`config.mk`:
```
export PLATFORM = sky130hd
export DESIGN_NAME = count_stream_monitor
export DESIGN_NICKNAME = d
export VERILOG_FILES = /design/src/rtl/count_stream_monitor_pkg.sv /design/src/rtl/count_stream_monitor_sync_fifo.sv /design/src/rtl/count_stream_monitor.sv
export SDC_FILE = /design/constraint.sdc
export NUM_CORES = 1
export LEC_CHECK = 0
export CORE_UTILIZATION = 25
export CTS_CLUSTER_SIZE = 14
export DETAILED_ROUTE_END_ITERATION = 7
export HOLD_SLACK_MARGIN = 0.05
export PLACE_DENSITY_LB_ADDON = 0.1
export SETUP_SLACK_MARGIN = 0.1
export SKIP_CTS_REPAIR_TIMING = 1
export SLEW_MARGIN = 20
export SYNTH_ARGS = -nofsm -noshare
export SYNTH_HDL_FRONTEND = slang
export SYNTH_SLANG_ARGS = --single-unit
```
`constraint.sdc`:
```
create_clock -name clk -period 2.9 [get_ports clk]
set_input_delay 0.29 -clock clk [delete_from_list [all_inputs] [get_ports clk]]
set_output_delay 0.29 -clock clk [all_outputs]
set_load 0.02 [all_outputs]
```
`src/rtl/count_stream_monitor_pkg.sv`:
```
// Shared definitions for the counter-stream monitor: sample width, FSM states,
// event record layout and the next-value predictor.
package count_stream_monitor_pkg;

    localparam int              CNT_W   = 4;
    localparam logic [CNT_W-1:0] CNT_MAX = 4'hF;
    localparam int              EVT_W   = 2 * CNT_W;

    typedef enum logic {
        ST_UNPRIMED = 1'b0,
        ST_TRACK    = 1'b1
    } state_e;

    // One logged discontinuity: the sample before it and the sample at it.
    typedef struct packed {
        logic [CNT_W-1:0] from_val;
        logic [CNT_W-1:0] to_val;
    } evt_t;

    // Expected next counter value; the 4-bit add wraps 15 -> 0 naturally.
    function automatic logic [CNT_W-1:0] predict_next(input logic [CNT_W-1:0] prev);
        return prev + 4'd1;
    endfunction

endpackage

```
`src/rtl/count_stream_monitor_sync_fifo.sv`:
```
// Show-ahead synchronous FIFO. Pointers carry one extra MSB so that equal
// indices can be told apart as empty (MSBs equal) or full (MSBs differ).
// A push while full is accepted only when a pop happens in the same cycle.
module sync_fifo #(
    parameter int WIDTH = 8,
    parameter int DEPTH = 4
) (
    input  logic             clk,
    input  logic             rst_n,
    input  logic             push,
    input  logic [WIDTH-1:0] din,
    output logic             full,
    input  logic             pop,
    output logic [WIDTH-1:0] dout,
    output logic             empty
);

    localparam int          AW      = $clog2(DEPTH);
    localparam logic [AW:0] PTR_ONE = 1;

    logic [AW:0]      wr_ptr_q, wr_ptr_d;
    logic [AW:0]      rd_ptr_q, rd_ptr_d;
    logic [WIDTH-1:0] mem_q [DEPTH];
    logic [WIDTH-1:0] mem_d [DEPTH];
    logic             do_push;
    logic             do_pop;

    assign empty   = (wr_ptr_q == rd_ptr_q);
    assign full    = (wr_ptr_q[AW] != rd_ptr_q[AW]) &&
                     (wr_ptr_q[AW-1:0] == rd_ptr_q[AW-1:0]);
    assign do_pop  = pop && !empty;
    assign do_push = push && (!full || do_pop);
    assign dout    = mem_q[rd_ptr_q[AW-1:0]];

    // Next pointer and storage values for the accepted push/pop.
    always_comb begin
        // NOTE: every combinational output gets a default first so no path leaves it unassigned (no latch).
        wr_ptr_d = wr_ptr_q;
        rd_ptr_d = rd_ptr_q;
        mem_d    = mem_q;
        if (do_push) begin
            mem_d[wr_ptr_q[AW-1:0]] = din;
            wr_ptr_d                = wr_ptr_q + PTR_ONE;
        end
        if (do_pop) begin
            rd_ptr_d = rd_ptr_q + PTR_ONE;
        end
    end

    // Pointer registers; reset empties the FIFO.
    always_ff @(posedge clk or negedge rst_n) begin
        // NOTE: sequential state is updated with non-blocking assignments only.
        if (!rst_n) begin
            wr_ptr_q <= '0;
            rd_ptr_q <= '0;
        end else begin
            wr_ptr_q <= wr_ptr_d;
            rd_ptr_q <= rd_ptr_d;
        end
    end

    // Storage array.
    always_ff @(posedge clk) begin
        // NOTE: storage is deliberately not reset; the pointers alone define which entries are valid.
        mem_q <= mem_d;
    end

endmodule

```
`src/rtl/count_stream_monitor.sv`:
```
// Consumer of the modulo-16 counter stream. Predicts each sample as prev+1,
// logs discontinuities into an event FIFO, counts natural 15->0 wraps and
// flags samples whose zero flag disagrees with the value.
module count_stream_monitor
    import count_stream_monitor_pkg::*;
#(
    parameter int DEPTH  = 4,
    parameter int WRAP_W = 8
) (
    input  logic              clk,
    input  logic              rst_n,
    input  logic [CNT_W-1:0]  number,
    input  logic              zero,
    input  logic              clr,
    output logic              evt_valid,
    input  logic              evt_ready,
    output logic [CNT_W-1:0]  evt_from,
    output logic [CNT_W-1:0]  evt_to,
    output logic [WRAP_W-1:0] wrap_cnt,
    output logic              zero_err,
    output logic              ovf
);

    localparam logic [WRAP_W-1:0] WRAP_MAX = '1;
    localparam logic [WRAP_W-1:0] WRAP_ONE = 1;

    state_e            state_q, state_d;
    logic [CNT_W-1:0]  prev_q, prev_d;
    logic [WRAP_W-1:0] wrap_cnt_q, wrap_cnt_d;
    logic              zero_err_q, zero_err_d;
    logic              ovf_q, ovf_d;

    logic              push;
    evt_t              push_evt;
    evt_t              head_evt;
    logic              fifo_full;
    logic              fifo_empty;
    logic              pop;

    assign pop       = evt_valid && evt_ready;
    assign evt_valid = !fifo_empty;
    // With nothing queued the head is meaningless; present zeros instead of stale storage.
    assign evt_from  = fifo_empty ? '0 : head_evt.from_val;
    assign evt_to    = fifo_empty ? '0 : head_evt.to_val;
    assign wrap_cnt  = wrap_cnt_q;
    assign zero_err  = zero_err_q;
    assign ovf       = ovf_q;

    // Next state: priming, prediction, event push, wrap count and sticky flags.
    always_comb begin
        state_d           = state_q;
        prev_d            = number;
        wrap_cnt_d        = wrap_cnt_q;
        zero_err_d        = zero_err_q;
        ovf_d             = ovf_q;
        push              = 1'b0;
        push_evt.from_val = prev_q;
        push_evt.to_val   = number;

        unique case (state_q)
            ST_UNPRIMED: begin
                state_d = ST_TRACK;
            end
            ST_TRACK: begin
                if (number != predict_next(prev_q)) begin
                    push = 1'b1;
                end else if (prev_q == CNT_MAX && wrap_cnt_q != WRAP_MAX) begin
                    wrap_cnt_d = wrap_cnt_q + WRAP_ONE;
                end
            end
            default: state_d = ST_UNPRIMED;
        endcase

        if (zero != (number == '0)) begin
            zero_err_d = 1'b1;
        end
        // A push into a full FIFO survives only if the head leaves this cycle.
        if (push && fifo_full && !pop) begin
            ovf_d = 1'b1;
        end
        if (clr) begin
            wrap_cnt_d = '0;
            zero_err_d = 1'b0;
            ovf_d      = 1'b0;
        end
    end

    // Monitor state registers.
    always_ff @(posedge clk or negedge rst_n) begin
        if (!rst_n) begin
            state_q    <= ST_UNPRIMED;
            prev_q     <= '0;
            wrap_cnt_q <= '0;
            zero_err_q <= 1'b0;
            ovf_q      <= 1'b0;
        end else begin
            state_q    <= state_d;
            prev_q     <= prev_d;
            wrap_cnt_q <= wrap_cnt_d;
            zero_err_q <= zero_err_d;
            ovf_q      <= ovf_d;
        end
    end

    sync_fifo #(
        .WIDTH (EVT_W),
        .DEPTH (DEPTH)
    ) u_fifo (
        .clk   (clk),
        .rst_n (rst_n),
        .push  (push),
        .din   (push_evt),
        .full  (fifo_full),
        .pop   (pop),
        .dout  (head_evt),
        .empty (fifo_empty)
    );

endmodule

```
# After elaboration in Yosys (flattened, before gate mapping)
# Cells that the tools add are included.
# word_totals
register_bits,53
latch_bits,0
ram_bits,0
rom_bits,0
in_bits,9
output_inout_bits,19
word_cells,64
memories,0
# classes
add_sub_neg,4
mul,0
div_mod_pow,0
magnitude_cmp,3
n_eq_ne,8
n_shift,0
n_mux,18
bitwise,2
reduce_logical,18
# op_table
cell,n
8-bit two-way mux,7
32-bit bitwise mux,1
8-bit binary-select mux with 2-bit select,1
8-bit demux with 2-bit select,1
"8-bit by 1-bit adder with 8-bit output, second input constant",1
1-bit logical AND,8
4-bit two-way mux,2
"8-bit inequality test, second input constant",1
2-bit nonzero test,4
"3-bit by 1-bit adder with 3-bit output, second input constant",2
"3-bit greater-or-equal comparator, second input constant",2
1-bit two-way mux,6
2-bit inverter with 3-bit output,2
"4-bit by 1-bit adder with 4-bit output, second input constant",1
"4-bit equality test, second input constant",1
4-bit zero test,1
4-bit inequality test,1
3-bit equality test,1
1-bit zero test,3
"3-bit by 1-bit < comparator with 1-bit output, second input constant",1
3-bit AND reduction,1
2-bit equality test,1
1-bit inequality test,2
"2-bit inequality test, second input constant",1
1-bit logical OR,1

# Depth between registers and ports, before layout
# Gate-level depths: netlist of the first run.
# depth
depth_word,8
mapped_depth,6
ltp_nobuf,5

# Modules after synthesis
# A second synthesis of the first run with hierarchy kept.
# hier_totals
cells_unflattened,155
hier_area_um2,2402.3
# by_module_without_submodules
module,n_inst,cells_each,area_per_inst_um2
sync_fifo,1,77,1590.3
count_stream_monitor,1,78,812.0

# Worst setup path before layout of the first run
# No wires, ideal clock.
# synth_timing
kind,register -> register
startpoint,reg prev_q[0]
endpoint,reg u_fifo.mem_q[10] (netlist name) (enable)
t_arrival_ns,1.941
setup_slack_ns,0.682
path_stages_with_launch,7
path_cell_list,dfrtp_1 > ha_1 > xor3_1 > or3_1 > buf_6 > o211a_1 > and2_1
# synth_between
elab_chain_len,5
# synth_lines
item,line_no,text
start: declaration,count_stream_monitor.sv:28,"logic [CNT_W-1:0] prev_q, prev_d;"
start signal: assignment,count_stream_monitor.sv:98,prev_q <= prev_d;
4-bit by 1-bit adder with 4-bit output,count_stream_monitor_pkg.sv:22,return prev + 4'd1;
4-bit inequality test,count_stream_monitor.sv:65,if (number != predict_next(prev_q)) begin
1-bit two-way mux,count_stream_monitor.sv:65,
1-bit two-way mux,count_stream_monitor.sv:60,unique case (state_q)
1-bit logical AND,count_stream_monitor_sync_fifo.sv:32,assign do_push = push && (!full || do_pop);
end signal: assignment,count_stream_monitor_sync_fifo.sv:65,mem_q <= mem_d;
end: declaration,count_stream_monitor_sync_fifo.sv:23,logic [WIDTH-1:0] mem_q [DEPTH];
# No other way between the ends.
# A chain may end at the register's enable or synchronous reset.

# Final worst setup path of the first run
# layout_timing
startpoint,reg u_fifo.wr_ptr_q[1]
endpoint,out evt_to[1]
# layout_between
elab_chain_len,2
# layout_lines
item,line_no,text
start: declaration,count_stream_monitor_sync_fifo.sv:21,"logic [AW:0] wr_ptr_q, wr_ptr_d;"
start signal: assignment,count_stream_monitor_sync_fifo.sv:57,wr_ptr_q <= wr_ptr_d;
3-bit equality test,count_stream_monitor_sync_fifo.sv:28,assign empty = (wr_ptr_q == rd_ptr_q);
4-bit two-way mux,count_stream_monitor.sv:44,assign evt_to = fifo_empty ? '0 : head_evt.to_val;
end: declaration,count_stream_monitor.sv:18,"output logic [CNT_W-1:0] evt_to,"
# No other way between the ends.

==> reports/metrics.cfg, run 1 <==
[synth]
synth.top_cell.area_share_pct = 40.2
synth-seq-cells = 53
yosysTopAreaCell = edfxtp_1
yosys_warnings = 0
syn-cell-area_um2 = 2390
synth_nets = 176
synth_area_leaders = edfxtp_1 40%, dfrtp_1 22%, mux4_2 7.5%, mux2_2 3.8%, ha_1 3.7%
seq_area_frac_synth_pct = 62.2
syn_avg_cell_area_um2 = 14.9
ys.flop_type = edfxtp_1
ys_async_sr_fraction_pct = 39.6
synth_edf_count = 32
netlist_instances = 160
ys_types = 35

[critical_path]
end_kind = output port
cpPeakStageDelay_ns = 0.61
startpoint_type = register
required_ns = 2.61
path_class = register to output port
r2r-end = u_fifo.mem_q[9]
r2r_slack_ns = 0.35
reg2reg_depth = 5
worstSetupStartpoint = u_fifo.wr_ptr_q[1]
cp_max_fo = 11
r2r_start = prev_q[0]
arrival_ns = 2.29
crit_chain = xor2_1, or3b_2, and2_1, clkdlybuf4s50_1
crit_path_top_delay_cell = or3b_2

[global_routing]
grt_pass1_vias = 1483
gr-total-overflow = 0
antenna_found_initial = 0
met3_usage_pct = 2.46
grt-busiest-layer = met2
grtUsageTotal_pct = 11.0
grt_pass1_wl_um = 8110
globalRouteMet2Util_pct = 19.0
grt_max_degree = 22
grt_use_met1_pct = 13.6

[routing]
wl_per_cell_um = 15.3
drt_iter0_drc = 35
remaining_drc_errors = 0
viasPerCell = 4.32
drt_wl_total_um = 4940
final_antenna_net_count = 0
vias = 1401
drtPass1Iterations = 4

[sta]
final_max_slew_viol_count = 0
slew_headroom_pct = 62.3
clock.fmax_ghz = 0.388
fin_setup_tns_ns = 0
worst_slack_ns = 0.321
period_needed_ns = 2.58
timing.final.crit_share_pct = 88.9
setup_viol = 0
hold_viol = 0
tightest_slew_ns = 0.564
finClkSkew_ns = 0.00444
rsz0062_at_grt = false

[placement]
port_buffers = 27
dp_slack_ns = 0.269
placed_area_um2 = 2830
place.gp.congestion = 0.749
dp_hpwl_um = 3490

[power_and_ir_drop]
powerDensity_nw_per_um2 = 901
cellLeakagePower_nw = 1.07
total_power_mw = 2.68
vdd_ir_drop_max_v = 0.000224

[clock_tree]
clock_path_buffers = 2
htreeDepth = 2
numCtsBuffers = 5
insertion_delay_ns = 0.30
cts.reportedPaths.clkPinSlew_ns = 0.10
cts.sinks = 53
cts_tree = done
root_buffer = clkbuf_8

[finish]
diodes = 0
fin_nets = 210
final_common_cell = edfxtp_1
layout_common_cells = 32 x edfxtp_1, 27 x clkdlybuf4s50_1, 21 x dfrtp_1
final_layout_size_suffix_gt1_share_pct = 16.4
final_cell_area_um2 = 2970
syn_to_final_growth_pct = 24.4

[floorplan]
ios = 28
dieArea_um2 = 9950
die_y_um = 99.7
die_w_um = 99.7
rows = 35
core_area_um2 = 9240
start_util_pct = 25.8

[status]
status = finished clean

[min_path]
hold_path.class = primary input to async pin

[job]
maxCapViolations = 0

## worst max-delay path, delay by kind of cell, from the launching register on
| family | cells | cell delay (ns) |
|---|---|---|
| flops | 1 | 0.45 |
| xor+xnor | 1 | 0.20 |
| simple gates | 2 | 0.80 |
| buf+inv | 1 | 0.53 |
## flip-flops by register name (all words and copies together), names as in the netlist
| signal | cells |
|---|---|
| prev_q | 4 |
| state_q | 1 |
| u_fifo.mem_q | 32 |
| ovf | 1 |
| zero_err | 1 |
| u_fifo.rd_ptr_q | 3 |
| u_fifo.wr_ptr_q | 3 |
| wrap_cnt | 8 |
## Yosys cell counts, drive strengths merged, types with 2 or more instances
cell and count:
clkbuf 3, xor2 6, dfrtp 21, nand3 5, inv 4, ha 7, mux2 8, mux4 8
buf 3, nand2 3, and2 11, xnor2 6, o211ai 2, or4 2, nor2b 6, nor4 7
nand2b 2, a21oi 2, edfxtp 32, nor2 8
## worst max path at each step
stage	to	slack [ns]	cells after the start
floorplan	u_fifo.mem_q[10]	0.68	6
global placement	wrap_cnt[4]	0.31	5
detailed placement	u_fifo.mem_q[13]	0.27	5
CTS	evt_to[1]	0.27	4
global route	u_fifo.mem_q[14]	0.20	5
finish	evt_to[1]	0.32	4
## per-layer routing
metal	wire, um	up-vias
met2	2480	27
met5	0	-
met4	62	0
met1	2240	713
met3	161	6
li1	-	655
## cell type report
class	count	area, um2
clock inverter	3	68.8
fill	923	6270
clock buffer	5	68.8
timing repair buffer	33	315
inverter	4	15.0
multi-input combinational	97	855
sequential	53	1490
tap	129	161
## cell families after synthesis
logic type / synth area share (%)
flip-flops: 62.2
AND/OR/NAND/NOR: 12.4
multiplexers: 11.7
XOR/XNOR: 5.40
buffers and inverters: 1.99
AO/OA/AOI/OAI: 2.46
adder cells (fa/ha/maj): 3.67
other: 0.157
## stage by stage
step | std cells | hold WS [ns] | util [%]
floorplan | 160 | -0.00559 | -
global placement | 316 | 0.485 | 30.7
detailed placement | 316 | 0.485 | 30.7
CTS | 324 | 0.334 | 32.1
global route | 324 | 0.353 | 32.1
finish | 324 | 0.332 | 32.1
## report_power, final
part,total (mW),leakage (nW),internal [mW],switching (mW)
combinational,1.06,0.446,0.527,0.532
sequential,1.03,0.560,0.955,0.0709
clock,0.593,0.0687,0.347,0.245
(Power assumes the default switching activity.)
==> inputs of run 2 (changes only) <==
==> constraint.sdc (replaced) <==
create_clock -name clk -period 2.9 [get_ports clk]
set_input_delay 0.29 -clock clk [delete_from_list [all_inputs] [get_ports clk]]
set_output_delay 0.29 -clock clk [all_outputs]
set_load 0.1 [all_outputs]
==> reports/metrics.cfg, run 2 (same netlist as run 1, synthesis figures left out) <==
[floorplan]
core_area_um2 = 9240  ; unchanged
rows = 35  ; unchanged
die_y_um = 99.7  ; unchanged
die_w_um = 99.7  ; unchanged
ios = 28  ; unchanged
dieArea_um2 = 9950  ; unchanged
start_util_pct = 25.8  ; unchanged

[global_routing]
grtUsageTotal_pct = 11.2  ; was 11.0%
gr-total-overflow = 0  ; unchanged
grt-busiest-layer = met2  ; unchanged
met3_usage_pct = 2.25  ; was 2.46%
globalRouteMet2Util_pct = 19.2  ; was 19.0%
grt_max_degree = 22  ; unchanged
grt_pass1_wl_um = 8280  ; was 8110 um
grt_use_met1_pct = 14.3  ; was 13.6%
grt_pass1_vias = 1463  ; was 1483
antenna_found_initial = 0  ; unchanged

[routing]
final_antenna_net_count = 0  ; unchanged
remaining_drc_errors = 0  ; unchanged
drtPass1Iterations = 4  ; unchanged
viasPerCell = 4.21  ; was 4.32
drt_wl_total_um = 4890  ; was 4940 um
vias = 1372  ; was 1401
wl_per_cell_um = 15.0  ; was 15.3 um
drt_iter0_drc = 58  ; was 35

[clock_tree]
root_buffer = clkbuf_8  ; unchanged
cts_tree = done  ; unchanged
insertion_delay_ns = 0.31  ; was 0.30 ns
clock_path_buffers = 2  ; unchanged
numCtsBuffers = 5  ; unchanged
cts.reportedPaths.clkPinSlew_ns = 0.10  ; about the same
cts.sinks = 53  ; unchanged
htreeDepth = 2  ; unchanged

[sta]
hold_viol = 0  ; unchanged
hold_slack_ns = 0.324  ; was 0.332 ns
tightest_slew_ns = 0.558  ; was 0.564 ns
final_max_slew_viol_count = 0  ; unchanged
fin_setup_tns_ns = 0  ; unchanged
timing.final.crit_share_pct = 87.1  ; was 88.9%
setup_viol = 0  ; unchanged
slew_headroom_pct = 62.7  ; was 62.3%
rsz0062_at_grt = false  ; unchanged
finClkSkew_ns = 0.00480  ; was 0.00444 ns
clock.fmax_ghz = 0.396  ; was 0.388 GHz
period_needed_ns = 2.53  ; was 2.58 ns

[critical_path]
reg2reg_depth = 5  ; unchanged
arrival_ns = 2.24  ; was 2.29 ns
r2r_slack_ns = 0.40  ; was 0.35 ns
cpPeakStageDelay_ns = 0.69  ; was 0.61 ns
end_kind = output port  ; unchanged
crit_chain = xor2_1, or3b_2, and2_1, buf_4  ; was xor2_1, or3b_2, and2_1, clkdlybuf4s50_1
r2r_start = prev_q[1]  ; was prev_q[0]
startpoint_type = register  ; unchanged
required_ns = 2.61  ; about the same
crit_path_top_delay_cell = dfrtp_1  ; was or3b_2
r2r-end = u_fifo.mem_q[10]  ; was u_fifo.mem_q[9]
path_class = register to output port  ; unchanged
cp_max_fo = 11  ; unchanged

[finish]
postLayoutCoreUtil_pct = 31.3  ; was 32.1%
largest-register = u_fifo.mem_q  ; unchanged
largest_reg_flops = 32  ; unchanged
diodes = 0  ; unchanged
layout_common_cells = 32 x edfxtp_1, 27 x buf_4, 21 x dfrtp_1  ; was 32 x edfxtp_1, 27 x clkdlybuf4s50_1, 21 x dfrtp_1
final_common_cell = edfxtp_1  ; unchanged
fin_nets = 212  ; was 210
final_layout_size_suffix_gt1_share_pct = 26.9  ; was 16.4%
finalNonFillerCells = 326  ; was 324
syn_to_final_growth_pct = 21.2  ; was 24.4%

[placement]
dp_cells = 318  ; was 316
port_buffers = 27  ; unchanged
place.gp.congestion = 0.701  ; was 0.749
dp_hpwl_um = 3580  ; was 3490 um

[status]
status = finished clean  ; unchanged

[job]
maxCapViolations = 0  ; unchanged

[min_path]
hold_path.class = primary input to async pin  ; unchanged

==> run 2: cell count changes in the layout (fill, tap and decap cells not counted), sizes merged <==
cell           change
clkdlybuf4s50     -19
bufinv             -2
buf               +21
clkinvlp           +1
clkinv             +1
==> run 2: worst max-delay path by stage <==
| stage | start | end | cells after the start |
|---|---|---|---|
| 2_1_floorplan | u_fifo.rd_ptr_q[0] | evt_from[0] | 5 |
| 3_3_place_gp | number[2] | u_fifo.mem_q[10] | 5 |
| 3_5_place_dp | number[2] | u_fifo.mem_q[10] | 5 |
| 4_1_cts | u_fifo.rd_ptr_q[1] | evt_from[1] | 4 |
| 5_1_grt | u_fifo.rd_ptr_q[1] | evt_to[0] | 4 |
| 6_report | u_fifo.rd_ptr_q[1] | evt_to[2] | 4 |
==> run 2: per-stage QoR <==
stage / area (um2) / worst slack, ns
after detailed placement: 2800 / 0.241
after global placement: 2800 / 0.295
final: 2890 / 0.375
after global routing: 2890 / 0.201
after CTS: 2890 / 0.309
after floorplan: 2390 / 0.307
==> run 2: critical path, delay by kind of cell (launching register included) <==
| family | cells | cell delay (ns) |
|---|---|---|
| XOR/XNOR | 1 | 0.17 |
| AND/OR/NAND/NOR | 2 | 0.82 |
| flip-flops | 1 | 0.69 |
| buffers and inverters | 1 | 0.23 |
==> run 2: metal layers <==
metal / routed length (um) / vias to the layer above
met5: 0 / -
met4: 59 / 0
met3: 159 / 5
met2: 2480 / 32
met1: 2190 / 674
li1: - / 661
==> run 2: layout make-up <==
| class | count | area (um2) |
|---|---|---|
| fillers | 923 | 6350 |
| flip-flops and latches | 53 | 1490 |
| multi-input cells | 97 | 855 |
| repair buffers | 35 | 283 |
| well taps | 129 | 161 |
| clock buffers | 5 | 68.8 |
| clock inverters | 3 | 25.0 |
| inverters | 4 | 15.0 |
Power of run 2 is not shown: default switching activity piles up to over one toggle a cycle in this logic, so the estimate is an artifact.
==> edit 1: new RTL, config.mk and constraints of run 1 <==
Set the package constant `CNT_W` to 5 (it was 4).
--- a/src/rtl/count_stream_monitor_pkg.sv
+++ b/src/rtl/count_stream_monitor_pkg.sv
@@ -2,7 +2,7 @@
 // event record layout and the next-value predictor.
 package count_stream_monitor_pkg;
 
-    localparam int              CNT_W   = 4;
+    localparam int              CNT_W   = 5;
     localparam logic [CNT_W-1:0] CNT_MAX = 4'hF;
     localparam int              EVT_W   = 2 * CNT_W;
 
Interface: changed (resized evt_from, evt_to and number); port bits go from 28 to 31. The function was not compared with the original's and may differ.
==> edit 1 against run 1 <==
First-iteration DRC count rose by 14%. Power rose by 22%. Sequential cell count rose by 9. Cell area rose by 18%. Synthesized area rose by 15%. Sequential power rose by 17%. Count of clock-buffer cells in the layout rose by 4. Fmax rose by 0.88%. Worst hold slack got worse by 0.027 ns. Worst setup slack improved by 0.023 ns. Wire length rose by 11%.
==> edit 1: results (changes against run 1) <==
.. list-table::
   :header-rows: 1

   * - Metric
     - Value
   * - # nets final
     - 237 (+13%)
   * - Total GRT Usage
     - 10.7% (-0.24 points)
   * - Synth Instances
     - 171 (+6.9%)
   * - Hpwl dp
     - 3770 um (+8.1%)
   * - Overall routed net length
     - 5480 um (+11%)
   * - Top cells by area in the synthesized netlist
     - sky130_fd_sc_hd__edfxtp_1 (44%), sky130_fd_sc_hd__dfrtp_1 (20%), sky130_fd_sc_hd__mux4_2 (8.2%), sky130_fd_sc_hd__ha_1 (3.6%), sky130_fd_sc_hd__xnor2_1 (3.5%)
   * - Critical Path Slowest Stage Cell
     - sky130_fd_sc_hd__mux4_2
   * - Syn_nets
     - 189 (+7.4%)
   * - Sequential element share of the synthesized area
     - 63.9% (+1.6 points)
   * - Routed vias
     - 1518 (+8.4%)
   * - Total leakage power
     - 1.28 nW (+19%)
   * - R2R Setup Slk
     - 0.45 ns (+0.10 ns)
   * - Routed vias/inst
     - 4.22 (-2.5%)
   * - Asr flop ratio synth
     - 35.5% (-4.1 points)
   * - Post-route clock skew
     - 0.0179 ns (+0.0135 ns)
   * - Number of enable-type register cells in the synthesized netlist
     - 40 (+25%)
   * - Status
     - complete, no violations
   * - DP Cell Count
     - 344 (+8.9%)
   * - Number of global-route vias before repair
     - 1602 (+8.0%)
   * - Share of synthesized area spent on multiplexers
     - 9.95% (-1.8 points)
   * - Arrival time of data at the critical path endpoint
     - 2.27 ns (-0.02 ns)
   * - Fillcell total
     - 1050 (+14%)
   * - Worst voltage drop across the vdd grid
     - 0.000331 V (+48%)
   * - Slew of the pin with the lowest slew margin
     - 0.520 ns (-0.0437 ns)
   * - Adder-Cell Fraction of Synth Area
     - 3.65% (-0.017 points)
   * - Global-route wire length before repair
     - 8880 um (+9.4%)
   * - Clk Latency, worst-skew pair
     - 0.34 ns (+0.04 ns)
   * - Flip-flop count of the largest register after layout
     - 40 (+25%)
   * - Fraction of the mapped netlist area in compound gates
     - 2.65% (+0.18 points)
   * - Delay of the slowest cell on the worst path
     - 0.54 ns (-0.07 ns)
   * - Maximum number of pins on one net before global-route repair
     - 23 (+4.5%)
   * - H-tree depth reported by CTS
     - 3 (+1)
   * - Clock buffers created by TritonCTS
     - 9 (+4)
   * - Layout cell share with drive strength beyond 1
     - 21.9% (+5.5 points)
   * - Count of distinct cell types in the synthesized netlist
     - 40 (+14%)
   * - Buffers added on ports
     - 30 (+11%)
   * - Detailed router's first-iteration violation count
     - 40 (+14%)
   * - Last weighted congestion value of the routability-driven placer
     - 0.646 (-14%)
-- edit 1: cell count changes after synthesis, moves of 6 or more --
cell	before	now
sky130_fd_sc_hd__nor2b_1	6	12
sky130_fd_sc_hd__and2_1	11	4
sky130_fd_sc_hd__mux2_2	8	1
sky130_fd_sc_hd__edfxtp_1	32	40
-- edit 1: area by class of cell --
cell class / count / area share (%)
inverter: 4 / 0.429
clock inverter: 7 / 2.29
clock buffer: 9 / 3.54
sequential: 62 / 50.0
timing repair buffer: 41 / 11.3
multi-input combinational: 101 / 27.6
tap: 136 / 4.86
-- edit 1: worst max-delay path, delay by kind of cell (launching register included) --
| family | cells | cell delay (ns) |
|---|---|---|
| simple gates | 1 | 0.14 |
| mux | 1 | 0.54 |
| buf+inv | 2 | 0.83 |
| flops | 1 | 0.42 |
-- edit 1: cell families after synthesis --
| family | count (synthesis) |
|---|---|
| other | 1 |
| adders and majority gates | 8 |
| buffers and inverters | 8 |
| muxes | 14 |
| and+or+nand+nor | 51 |
| AOI/OAI and AO/OA | 7 |
| DFF | 62 |
| xor gates and xnor gates | 20 |
-- edit 1: worst paths after layout --
path / to / depth (start not counted) / from
worst max register to register: wrap_cnt[6] / 8 / prev_q[0]
worst min register to register: u_fifo.wr_ptr_q[2] / 1 / u_fifo.wr_ptr_q[2]
worst max-delay path: evt_from[4] / 4 / u_fifo.rd_ptr_q[0]
min in group clk: u_fifo.wr_ptr_q[2] / 1 / u_fifo.wr_ptr_q[2]
max in group asynchronous: u_fifo.wr_ptr_q[0] / 2 / rst_n
worst min-delay path: prev_q[1] / 2 / rst_n
-- edit 1: metal layers --
| layer | up-vias | track usage [%] | part of all wire [%] |
|---|---|---|---|
| li1 | 728 | - | - |
| met1 | 750 | 15.2 | 49 |
| met2 | 29 | 15.3 | 46 |
| met3 | 11 | 2.43 | 3.1 |
| met4 | 0 | 5.58 | 2.1 |
| met5 | - | 0 | 0 |
-- edit 1: where the power goes --
part	leakage (nW)	switching, mW	internal (mW)	total [mW]
clock network	0.0968	0.367	0.407	0.774
registers	0.645	0.0821	1.12	1.20
logic	0.536	0.632	0.654	1.29
-- edit 1: stage by stage --
step	total power [mW]	utilization [%]	setup slack, ns	hold slack (ns)	instance area, um2
after global routing	3.47	33.5	0.202	0.350	3500
after global placement	2.56	31.5	0.419	0.479	3300
after detailed placement	2.55	31.5	0.396	0.484	3300
after CTS	3.34	33.5	0.269	0.299	3500
final	3.26	33.5	0.343	0.305	3500
after floorplan	1.98	-	0.456	-0.00559	2740
==> edit 2: new RTL, flow settings as in run 1 <==
Made on the original files. Put one more register stage on the output `wrap_cnt`, with the module's reset. The value now appears one clock later. The other outputs are not delayed to match.
--- a/src/rtl/count_stream_monitor.sv
+++ b/src/rtl/count_stream_monitor.sv
@@ -42,7 +42,13 @@
     // With nothing queued the head is meaningless; present zeros instead of stale storage.
     assign evt_from  = fifo_empty ? '0 : head_evt.from_val;
     assign evt_to    = fifo_empty ? '0 : head_evt.to_val;
-    assign wrap_cnt  = wrap_cnt_q;
+    always_ff @(posedge clk or negedge rst_n) begin
+        if (!rst_n) begin
+            wrap_cnt <= '0;
+        end else begin
+            wrap_cnt <= wrap_cnt_q;
+        end
+    end
     assign zero_err  = zero_err_q;
     assign ovf       = ovf_q;
 
Behaviour: not the same (a bounded check fails within 4 cycles, from zero or initial values and one cycle with rst_n low).
==> edit 2 against run 1 <==
Sequential cell count increased by 8. Synthesized area increased by 8.4%. Clock skew increased by 0.0046 ns. Highest routed layer unchanged. Cell area increased by 11%. Power increased by 12%. Non-clock buffer count increased by 4. Via count increased by 5.9%. Wire length increased by 7.9%. Cell count increased by 7.4%. Worst setup slack got worse by 0.069 ns.
==> edit 2: results (changes against run 1) <==
.. list-table::
   :header-rows: 1

   * - Metric
     - Value
   * - Status
     - complete, no violations
   * - Clock net power
     - 0.760 mW (+28%)
   * - Slew of the pin with the lowest slew margin
     - 0.573 ns (+0.00887 ns)
   * - Total power draw
     - 3.01 mW (+12%)
   * - Top cells by instance count after synthesis
     - sky130_fd_sc_hd__edfxtp_1 (32), sky130_fd_sc_hd__dfrtp_1 (29), sky130_fd_sc_hd__and2_1 (11)
   * - Power dissipated in sequential cells
     - 1.14 mW (+11%)
   * - Sequential element share of the synthesized area
     - 65.2% (+2.9 points)
   * - Layout cell share with drive strength beyond 1
     - 20.0% (+3.6 points)
   * - Syn_nets
     - 184 (+4.5%)
   * - Top cells by area in the synthesized netlist
     - sky130_fd_sc_hd__edfxtp_1 (37%), sky130_fd_sc_hd__dfrtp_1 (28%), sky130_fd_sc_hd__mux4_2 (7.0%), sky130_fd_sc_hd__mux2_2 (3.5%), sky130_fd_sc_hd__ha_1 (3.4%)
   * - Worst reg2reg startpoint
     - prev_q[1]
   * - NetSw
     - 0.979 mW (+15%)
   * - CP Capture Point
     - evt_from[0]
   * - Mean Syn Cell Area
     - 15.4 um2 (+3.2%)
   * - Number of standard cells in the layout, taps in and fillers out
     - 348 (+7.4%)
   * - Last weighted congestion value of the routability-driven placer
     - 0.689 (-8.1%)
   * - Number of iterations in the first detailed-routing pass
     - 2 (-2)
   * - Arrival time of data at the critical path endpoint
     - 2.36 ns (+0.07 ns)
   * - Detailed router's first-iteration violation count
     - 69 (+97%)
   * - Post-route clock skew
     - 0.00900 ns (+0.00456 ns)
   * - Global-route wire length before repair
     - 8580 um (+5.8%)
   * - Routed vias/inst
     - 4.26 (-1.4%)
   * - Worst Hold Slack
     - 0.332 ns (+0.0000260 ns)
   * - Fillcell total
     - 985 (+6.7%)
   * - # nets final
     - 226 (+7.6%)
   * - Delay of the slowest cell on the worst path
     - 0.62 ns
   * - Family of cells with the greatest summed delay on the critical path
     - simple AND/OR/NAND/NOR gates
   * - Overall routed net length
     - 5330 um (+7.9%)
   * - Worst slack at placement
     - 0.354 ns (+0.0847 ns)
   * - Total GRT Usage
     - 10.8% (-0.19 points)
   * - Number of global-route vias before repair
     - 1639 (+11%)
   * - Clock buffers created by TritonCTS
     - 9 (+4)
   * - Asr flop ratio synth
     - 47.5% (+7.9 points)
   * - Clk Latency, worst-skew pair
     - 0.34 ns (+0.04 ns)
   * - Root buffer cell
     - sky130_fd_sc_hd__clkbuf_8
   * - DP Cell Count
     - 332 (+5.1%)
   * - Placed Instance Area
     - 3090 um2 (+9.2%)
   * - Clock slew at reported path FFs
     - 0.08 ns (-0.02 ns)
   * - Minimum setup slack in the final design
     - 0.252 ns (-0.0688 ns)
   * - H-tree depth reported by CTS
     - 3 (+1)
   * - Hpwl dp
     - 3630 um (+4.2%)
   * - Post-route core utilization
     - 33.2% (+1.1 points)
   * - Maximum number of pins on one net before global-route repair
     - 30 (+36%)
   * - Terminus of the critical flop-to-flop path
     - u_fifo.mem_q[13]
   * - Total leakage power
     - 1.25 nW (+16%)
-- edit 2: cell types whose count changed after synthesis --
| cell | before | now |
|---|---|---|
| sky130_fd_sc_hd__dfrtp_1 | 21 | 29 |
-- edit 2: layer usage --
metal | GRT usage, % | vias to the layer above | part of all wire [%] | wire length (um)
met3 | 3.46 | 5 | 3.5 | 188
li1 | - | 701 | - | -
met4 | 5.82 | 0 | 1.6 | 85
met1 | 12.2 | 752 | 43 | 2300
met5 | 0 | - | 0 | 0
met2 | 18.1 | 25 | 52 | 2760
-- edit 2: cells by family after synthesis --
logic type	synth area share, %
multiplexers	10.8
other	0.145
buffers and inverters	1.84
XOR/XNOR	4.98
AO/OA/AOI/OAI	2.27
adder cells (fa/ha/maj)	3.38
AND/OR/NAND/NOR	11.4
flip-flops	65.2
-- edit 2: cell type report --
cell class                 count  area share, %
timing repair buffer          37           11.3
sequential                    61           51.3
multi-input combinational     97           26.0
clock buffer                   9           3.76
tap                          133           5.06
inverter                       4          0.456
clock inverter                 7           2.24
